==> src/rtl/systolic_ctrl.sv <==
// Sequencer for a DIM x DIM systolic MAC array: skewed operand feed, overflow capture, row readout.
// Optional busy-cycle performance counter enabled by defining SYSTOLIC_CTRL_PERF_EN.
module systolic_ctrl #(
  parameter int DIM   = 4,
  parameter int CNT_W = 6,
  parameter int ROW_W = 2
) (
  input  logic                 clk_i,
  input  logic                 rst_ni,
  input  logic                 start_i,
  output logic                 busy_o,
  output logic                 pe_start_o,
  output logic [CNT_W-1:0]     step_o,
  output logic [DIM-1:0]       feed_en_o,
  input  logic [DIM*DIM-1:0]   ovf_i,
  output logic                 ovf_o,
`ifdef SYSTOLIC_CTRL_PERF_EN
  output logic [31:0]          perf_cycles_o,
`endif
  output logic                 res_valid_o,
  input  logic                 res_ready_i,
  output logic [ROW_W-1:0]     res_row_o,
  output logic                 done_o
);

  localparam logic [CNT_W-1:0] STEP_LAST = CNT_W'(3*DIM-3);
  localparam logic [ROW_W-1:0] ROW_LAST  = ROW_W'(DIM-1);

  typedef enum logic [1:0] {
    S_IDLE    = 2'd0,
    S_COMPUTE = 2'd1,
    S_READ    = 2'd2
  } state_e;

  state_e           state_q, state_d;
  logic [CNT_W-1:0] step_q, step_d;
  logic [ROW_W-1:0] row_q, row_d;

  logic             busy_d, pe_start_d, ovf_d, valid_d, done_d;
  logic [CNT_W-1:0] step_out_d;
  logic [DIM-1:0]   feed_en_d;

  // State and counter registers
  always_ff @(posedge clk_i or negedge rst_ni) begin
    if (!rst_ni) begin
      state_q <= S_IDLE;
      step_q  <= '0;
      row_q   <= '0;
    end else begin
      state_q <= state_d;
      step_q  <= step_d;
      row_q   <= row_d;
    end
  end

  // Next-state logic; step saturates at its terminal value, row returns to 0 on leaving READ
  always_comb begin
    state_d = state_q;
    step_d  = step_q;
    row_d   = row_q;
    case (state_q)
      S_IDLE: begin
        if (start_i) begin
          state_d = S_COMPUTE;
          step_d  = '0;
          row_d   = '0;
        end else begin
          state_d = S_IDLE;
        end
      end
      S_COMPUTE: begin
        if (step_q == STEP_LAST) begin
          state_d = S_READ;
        end else begin
          step_d = step_q + CNT_W'(1);
        end
      end
      S_READ: begin
        if (res_ready_i) begin
          if (row_q == ROW_LAST) begin
            state_d = S_IDLE;
            row_d   = '0;
          end else begin
            row_d = row_q + ROW_W'(1);
          end
        end else begin
          row_d = row_q;
        end
      end
      default: begin
        state_d = S_IDLE;
        step_d  = '0;
        row_d   = '0;
      end
    endcase
  end

  // Output decode from the next state so every output comes straight from a flop
  always_comb begin
    busy_d     = (state_d != S_IDLE);
    pe_start_d = (state_d != S_IDLE);
    valid_d    = (state_d == S_READ);
    done_d     = (state_q == S_READ) && (state_d == S_IDLE);
    step_out_d = (state_d == S_COMPUTE) ? step_d : '0;
    feed_en_d  = '0;
    for (int i = 0; i < DIM; i++) begin
      if ((state_d == S_COMPUTE) && (step_d >= CNT_W'(i)) && (step_d <= CNT_W'(i + DIM - 1))) begin
        feed_en_d[i] = 1'b1;
      end else begin
        feed_en_d[i] = 1'b0;
      end
    end
    // Overflow is sampled on the same edge as the final PE update
    if ((state_q == S_IDLE) && start_i) begin
      ovf_d = 1'b0;
    end else if ((state_q == S_COMPUTE) && (step_q == STEP_LAST)) begin
      ovf_d = |ovf_i;
    end else begin
      ovf_d = ovf_o;
    end
  end

  // Output registers
  always_ff @(posedge clk_i or negedge rst_ni) begin
    if (!rst_ni) begin
      busy_o      <= 1'b0;
      pe_start_o  <= 1'b0;
      step_o      <= '0;
      feed_en_o   <= '0;
      ovf_o       <= 1'b0;
      res_valid_o <= 1'b0;
      done_o      <= 1'b0;
    end else begin
      busy_o      <= busy_d;
      pe_start_o  <= pe_start_d;
      step_o      <= step_out_d;
      feed_en_o   <= feed_en_d;
      ovf_o       <= ovf_d;
      res_valid_o <= valid_d;
      done_o      <= done_d;
    end
  end

  assign res_row_o = row_q;

`ifdef SYSTOLIC_CTRL_PERF_EN
  logic [31:0] op_cnt_q, op_cnt_d;
  logic [31:0] perf_q, perf_d;

  // Busy-cycle count: starts at 1 in the first COMPUTE cycle, published on the READ->IDLE edge
  always_comb begin
    op_cnt_d = op_cnt_q;
    perf_d   = perf_q;
    if ((state_q == S_IDLE) && start_i) begin
      op_cnt_d = 32'd1;
    end else if ((state_q != S_IDLE) && (op_cnt_q != 32'hFFFF_FFFF)) begin
      op_cnt_d = op_cnt_q + 32'd1;
    end else begin
      op_cnt_d = op_cnt_q;
    end
    if (done_d) begin
      perf_d = op_cnt_q;
    end else begin
      perf_d = perf_q;
    end
  end

  // Performance counter registers
  always_ff @(posedge clk_i or negedge rst_ni) begin
    if (!rst_ni) begin
      op_cnt_q <= 32'd0;
      perf_q   <= 32'd0;
    end else begin
      op_cnt_q <= op_cnt_d;
      perf_q   <= perf_d;
    end
  end

  assign perf_cycles_o = perf_q;
`endif

endmodule

==> config.mk <==
export PLATFORM = sky130hd
export DESIGN_NAME = systolic_ctrl
export DESIGN_NICKNAME = d
export VERILOG_FILES = /design/src/rtl/systolic_ctrl.sv
export SDC_FILE = /design/constraint.sdc
export NUM_CORES = 1
export LEC_CHECK = 0
export CAP_MARGIN = 5
export CORE_MARGIN = 2
export CORE_UTILIZATION = 45
export DETAILED_ROUTE_END_ITERATION = 10
export GPL_TIMING_DRIVEN = 0
export PLACE_DENSITY_LB_ADDON = 0.08
export SLEW_MARGIN = 0
export SYNTH_ARGS = -nofsm -noshare
export SYNTH_HDL_FRONTEND = slang
export SYNTH_SLANG_ARGS = --single-unit
==> constraint.sdc <==
create_clock -name clk_i -period 2.3 [get_ports clk_i]
set_input_delay 0.46 -clock clk_i [delete_from_list [all_inputs] [get_ports clk_i]]
set_output_delay 0.46 -clock clk_i [all_outputs]
set_load 0.05 [all_outputs]
# ---- Yosys cells after proc, flatten, opt, wreduce, memory -nomap -nowiden
# Index checks and enable logic that the tools add are counted.
dict set report totals {
  wordCells 64
  output_inout_bits 17
  input_bits 20
  ff_bits 24
}
dict set report classes {
  n_bitwise 1
  eq_ne 8
  n_mux 19
  magnitude_cmp 8
  n_reduce_logical 17
  add_sub_neg 2
}
# op n
set op_table {}
lappend op_table {{$le 6x3->1 const B} 3}
lappend op_table {{$mux 6} 3}
lappend op_table {{$pmux 6 s3} 1}
lappend op_table {{$reduce_or 16->1} 1}
lappend op_table {{$ge 6x1->1 const B} 2}
lappend op_table {{$ge 6x2->1 const B} 2}
lappend op_table {{$mux 2} 6}
lappend op_table {{$pmux 2 s3} 2}
lappend op_table {{$logic_and 1x1->1} 11}
lappend op_table {{$mux 1} 7}
lappend op_table {{$add 6x1->6 const B} 1}
lappend op_table {{$eq 2x2->1 const B} 3}
lappend op_table {{$eq 6x4->1 const B} 1}
lappend op_table {{$le 6x2->1 const B} 1}
lappend op_table {{$eq 2x1->1 const B} 2}
lappend op_table {{$logic_not 2->1} 2}
lappend op_table {{$ne 2x2->1 const B} 2}
lappend op_table {{$reduce_bool 2->1} 2}
lappend op_table {{$reduce_and 3->1} 1}
lappend op_table {{$add 2x1->2 const B} 1}
lappend op_table {{$not 1->1} 1}

# ---- Logic depth before layout (Yosys ltp)
dict set report depth {
  word_depth 8
  mapped_depth 8
  ltp_nobuf 8
}

# ---- Worst setup path before layout
# No wires, ideal clock.
dict set report synth_timing {
  path_kind {register to register}
  startpoint {register step_q[1]}
  endpoint {register ovf_o}
  path_slack_ns 0.603
  required_time_ns 2.179
  path_stages_with_launch 7
  setup_ns 0.121
  synth_period_minus_slack_ns 1.697
  path_buffers 0
  t_arrival_ns 1.576
  cell_sequence {dfrtp_1 inv_1 ha_1 nand3b_1 nor3_2 mux2_2 a22o_1}
}
dict set report synth_via {
  elab_chain_cells 3
}
# item line
set synth_rtl {}
lappend synth_rtl {{start, declared} 36} ;# logic [CNT_W-1:0] step_q, step_d;
lappend synth_rtl {{start signal, assigned} 51} ;# step_q <= step_d;
lappend synth_rtl {{$eq 6x4->1} 116} ;# end else if ((state_q == S_COMPUTE) && (step_q == STEP_LAST)) begin
lappend synth_rtl {{$logic_and 1x1->1} 116}
lappend synth_rtl {{$reduce_bool 2->1 (no line)} -}
lappend synth_rtl {{end signal, assigned} 138} ;# ovf_o <= ovf_d;
lappend synth_rtl {{end, declared} 16} ;# output logic ovf_o,
# Every way passes these cells.
# A chain may end at the register's enable or synchronous reset.

# ---- Final worst setup path
dict set report layout_timing {
  startpoint {register row_q[0], in the netlist res_row_o[0]}
  endpoint {output port res_row_o[0]}
}
# item line
set layout_lines {}
lappend layout_lines {{start, declared} 37} ;# logic [ROW_W-1:0] row_q, row_d;
lappend layout_lines {{start signal, assigned} 52} ;# row_q <= row_d;
lappend layout_lines {{end, declared} 22} ;# output logic [ROW_W-1:0] res_row_o,
# No word-level cell between the ends.

==> results.json <==
{
  "outcome": "finished clean",
  "antenna_found_initial": 0,
  "path_cells": "clkdlybuf4s50_1",
  "start_util_pct": 47.6,
  "ys_seq_area_share_pct": 51.0,
  "yosys_register_bits": 24,
  "die_area_sq_um": 3040,
  "critPathLaunchType": "flip-flop",
  "yosys_warnings": 0,
  "met1_usage_pct": 26.0,
  "drive_gt1_share_pct": 11.7,
  "async_reset_ff_share_pct": 100,
  "top_usage_layer": "met2",
  "synth_area_sq_um": 1180,
  "io_pins": 37,
  "place.gp.congestion": 0.850,
  "p_leak_uw": 0.000676,
  "wire_per_inst_um": 14.7,
  "crit_path_max_fanout": 5,
  "layout_common_cells": "clkdlybuf4s50_1 (36), dfrtp_1 (24), nand2_1 (6), nor2_1 (6), a21oi_1 (5)",
  "syn-num-nets": 128,
  "critical_path.top_delay_family": "buffers and inverters",
  "synth_edf_count": 0,
  "startpoint": "res_row_o[0]",
  "via_count": 948,
  "setup_viol": 0,
  "post-dp-hpwl_mm": 2.00,
  "cp-end-kind": "output port",
  "finClkSkew_ns": 0.00798,
  "grt_max_degree": 25,
  "met3_usage_pct": 2.96,
  "avgSynthCellArea_sq_um": 11.2,
  "grt_pass1_wl_mm": 4.30,
  "cts_setup_buffers": 0,
  "fmax_mhz": 493,
  "worst_ep_required_time_ns": 1.84,
  "area_delta_synth_final_pct": 38.2,
  "powerDensity_nw_per_um2": 1490,
  "synth_flop_cell": "dfrtp_1",
  "hp-class": "reg -> reg",
  "max_stage_delay_ns": 0.82,
  "critPathBufInv": 1,
  "path_clk_slew_ns": 0.13,
  "dr.pass1.iters": 4,
  "use_met2_pct": 35.3,
  "portBuffers": 36,
  "core-area_sq_um": 2480,
  "yosysUniqueCellTypes": 43,
  "worst_pin_slew_ns": 1.07,
  "fin_nets": 169,
  "clock_latency_ns": 0.32,
  "slew_violations": 0,
  "finish.instance_area_sq_um": 1630,
  "maxSlewHeadroom_pct": 28.5,
  "place_area_sq_um": 1580,
  "clock_path_buffers": 2,
  "fin_crit_sh_pct": 88.2,
  "arrival_ns": 1.57,
  "ant_nets": 0,
  "die_height_um": 55.2,
  "htree_levels": 1,
  "grt_usage_pct": 20.3,
  "rows": 18,
  "max-vdd-ir-drop_v": 0.00109,
  "drc": 0,
  "viasPerCell": 5.42,
  "drtIter0Drc": 12,
  "r2r_start": "step_q[1]",
  "holdCritStartpoint": "ovf_o",
  "cts-root-buf": "clkbuf_4",
  "first_global_vias": 951,
  "numCtsBuffers": 3,
  "cts_hold_buf": 0,
  "die-width_um": 55.2,
  "antenna_cells": 0,
  "drt-total-wl_mm": 2.58,
  "hold_viol": 0,
  "cts_tree": "done",
  "cts_resized": 0,
  "holdWs_ns": 0.585,
  "mostFrequentLayoutCell": "clkdlybuf4s50_1",
  "drv_cap": 0,
  "rsz0062_at_grt": "false",
  "synth_cells": 105,
  "min_period_ns": 2.03,
  "fin_tns_setup_ns": 0,
  "critPathKind": "reg -> out",
  "cp_slowest_cell": "clkdlybuf4s50_1",
  "grt-ovfl-total": 0,
  "clock-sinks": 24
}
==> per-stage QoR <==
stage	util (%)	instances	power, uW	setup WS, ns
after CTS	65.8	175	2450	0.262
after global placement	63.6	171	2120	0.116
final	65.8	175	2430	0.272
after detailed placement	63.6	171	2140	0.0360
after floorplan	-	105	1730	0.603
after global routing	65.8	175	2610	0.164
==> final timing paths <==
| kind | endpoint | slack [ns] | cells past startpoint |
|---|---|---|---|
| setup reg to reg | feed_en_o[3] | 0.35 | 7 |
| hold reg to reg | ovf_o | 0.59 | 1 |
| min in group asynchronous | state_q[1] | 0.70 | 1 |
| max in group asynchronous | res_valid_o | 0.95 | 1 |
| setup / recovery | res_row_o[0] | 0.27 | 1 |
| hold / removal | ovf_o | 0.59 | 1 |
==> report_power, final <==
part           switching [uW]  internal, uW
Combinational             873           550
Sequential                120           584
Clock                     132           176
Total                    1120          1310
==> per-layer routing <==
layer | share of wire [%] | wire length (um)
met4 | 0.39 | 10
met1 | 46 | 1190
met3 | 5.3 | 137
met5 | 0 | 0
met2 | 48 | 1240
==> flip-flops by register name, indices dropped and copies added (netlist names) <==
| signal | cells |
|---|---|
| step_q | 6 |
| res_valid_o | 1 |
| ovf_o | 1 |
| res_row_o | 2 |
| pe_start_o | 1 |
| step_o | 6 |
| state_q | 2 |
| done_o | 1 |
| feed_en_o | 4 |
==> cell usage after synthesis, drive strengths merged (2+ instances only) <==
library cell | number | area share [%]
a211oi | 3 | 3.4
a21oi | 6 | 2.9
and2 | 2 | 1.1
buf | 3 | 1.9
dfrtp | 24 | 51
ha | 3 | 3.2
inv | 3 | 0.96
mux2i | 2 | 1.7
nand2 | 6 | 1.9
nand2b | 3 | 1.6
nand3 | 3 | 1.3
nand3b | 2 | 1.3
nor2 | 7 | 2.4
nor2b | 2 | 1.1
nor3 | 4 | 2.1
nor4 | 4 | 2.1
o21ai | 4 | 1.7
o21bai | 3 | 1.9
o22ai | 2 | 1.1
xor2 | 2 | 1.5
==> cell families (layout without fill, tap and decap cells) <==
| logic type | Yosys count | in the layout | synth area share, % |
|---|---|---|---|
| AO/OA/AOI/OAI | 26 | 26 | 18.3 |
| AND/OR/NAND/NOR | 38 | 38 | 19.2 |
| adder cells (fa/ha/maj) | 3 | 3 | 3.19 |
| buffers and inverters | 8 | 48 | 3.50 |
| XOR/XNOR | 3 | 3 | 2.23 |
| flip-flops | 24 | 24 | 51.0 |
| multiplexers | 3 | 3 | 2.65 |
==> cell type report <==
| type | count | area (sq um) |
|---|---|---|
| sequential | 24 | 601 |
| fill | 219 | 848 |
| multi-input combinational | 73 | 537 |
| buffer | 4 | 26.3 |
| timing repair buffer | 36 | 360 |
| tap | 30 | 37.5 |
| clock buffer | 3 | 22.5 |
| clock inverter | 1 | 30.0 |
| inverter | 4 | 15.0 |
Power figures use the tool's default switching activity.
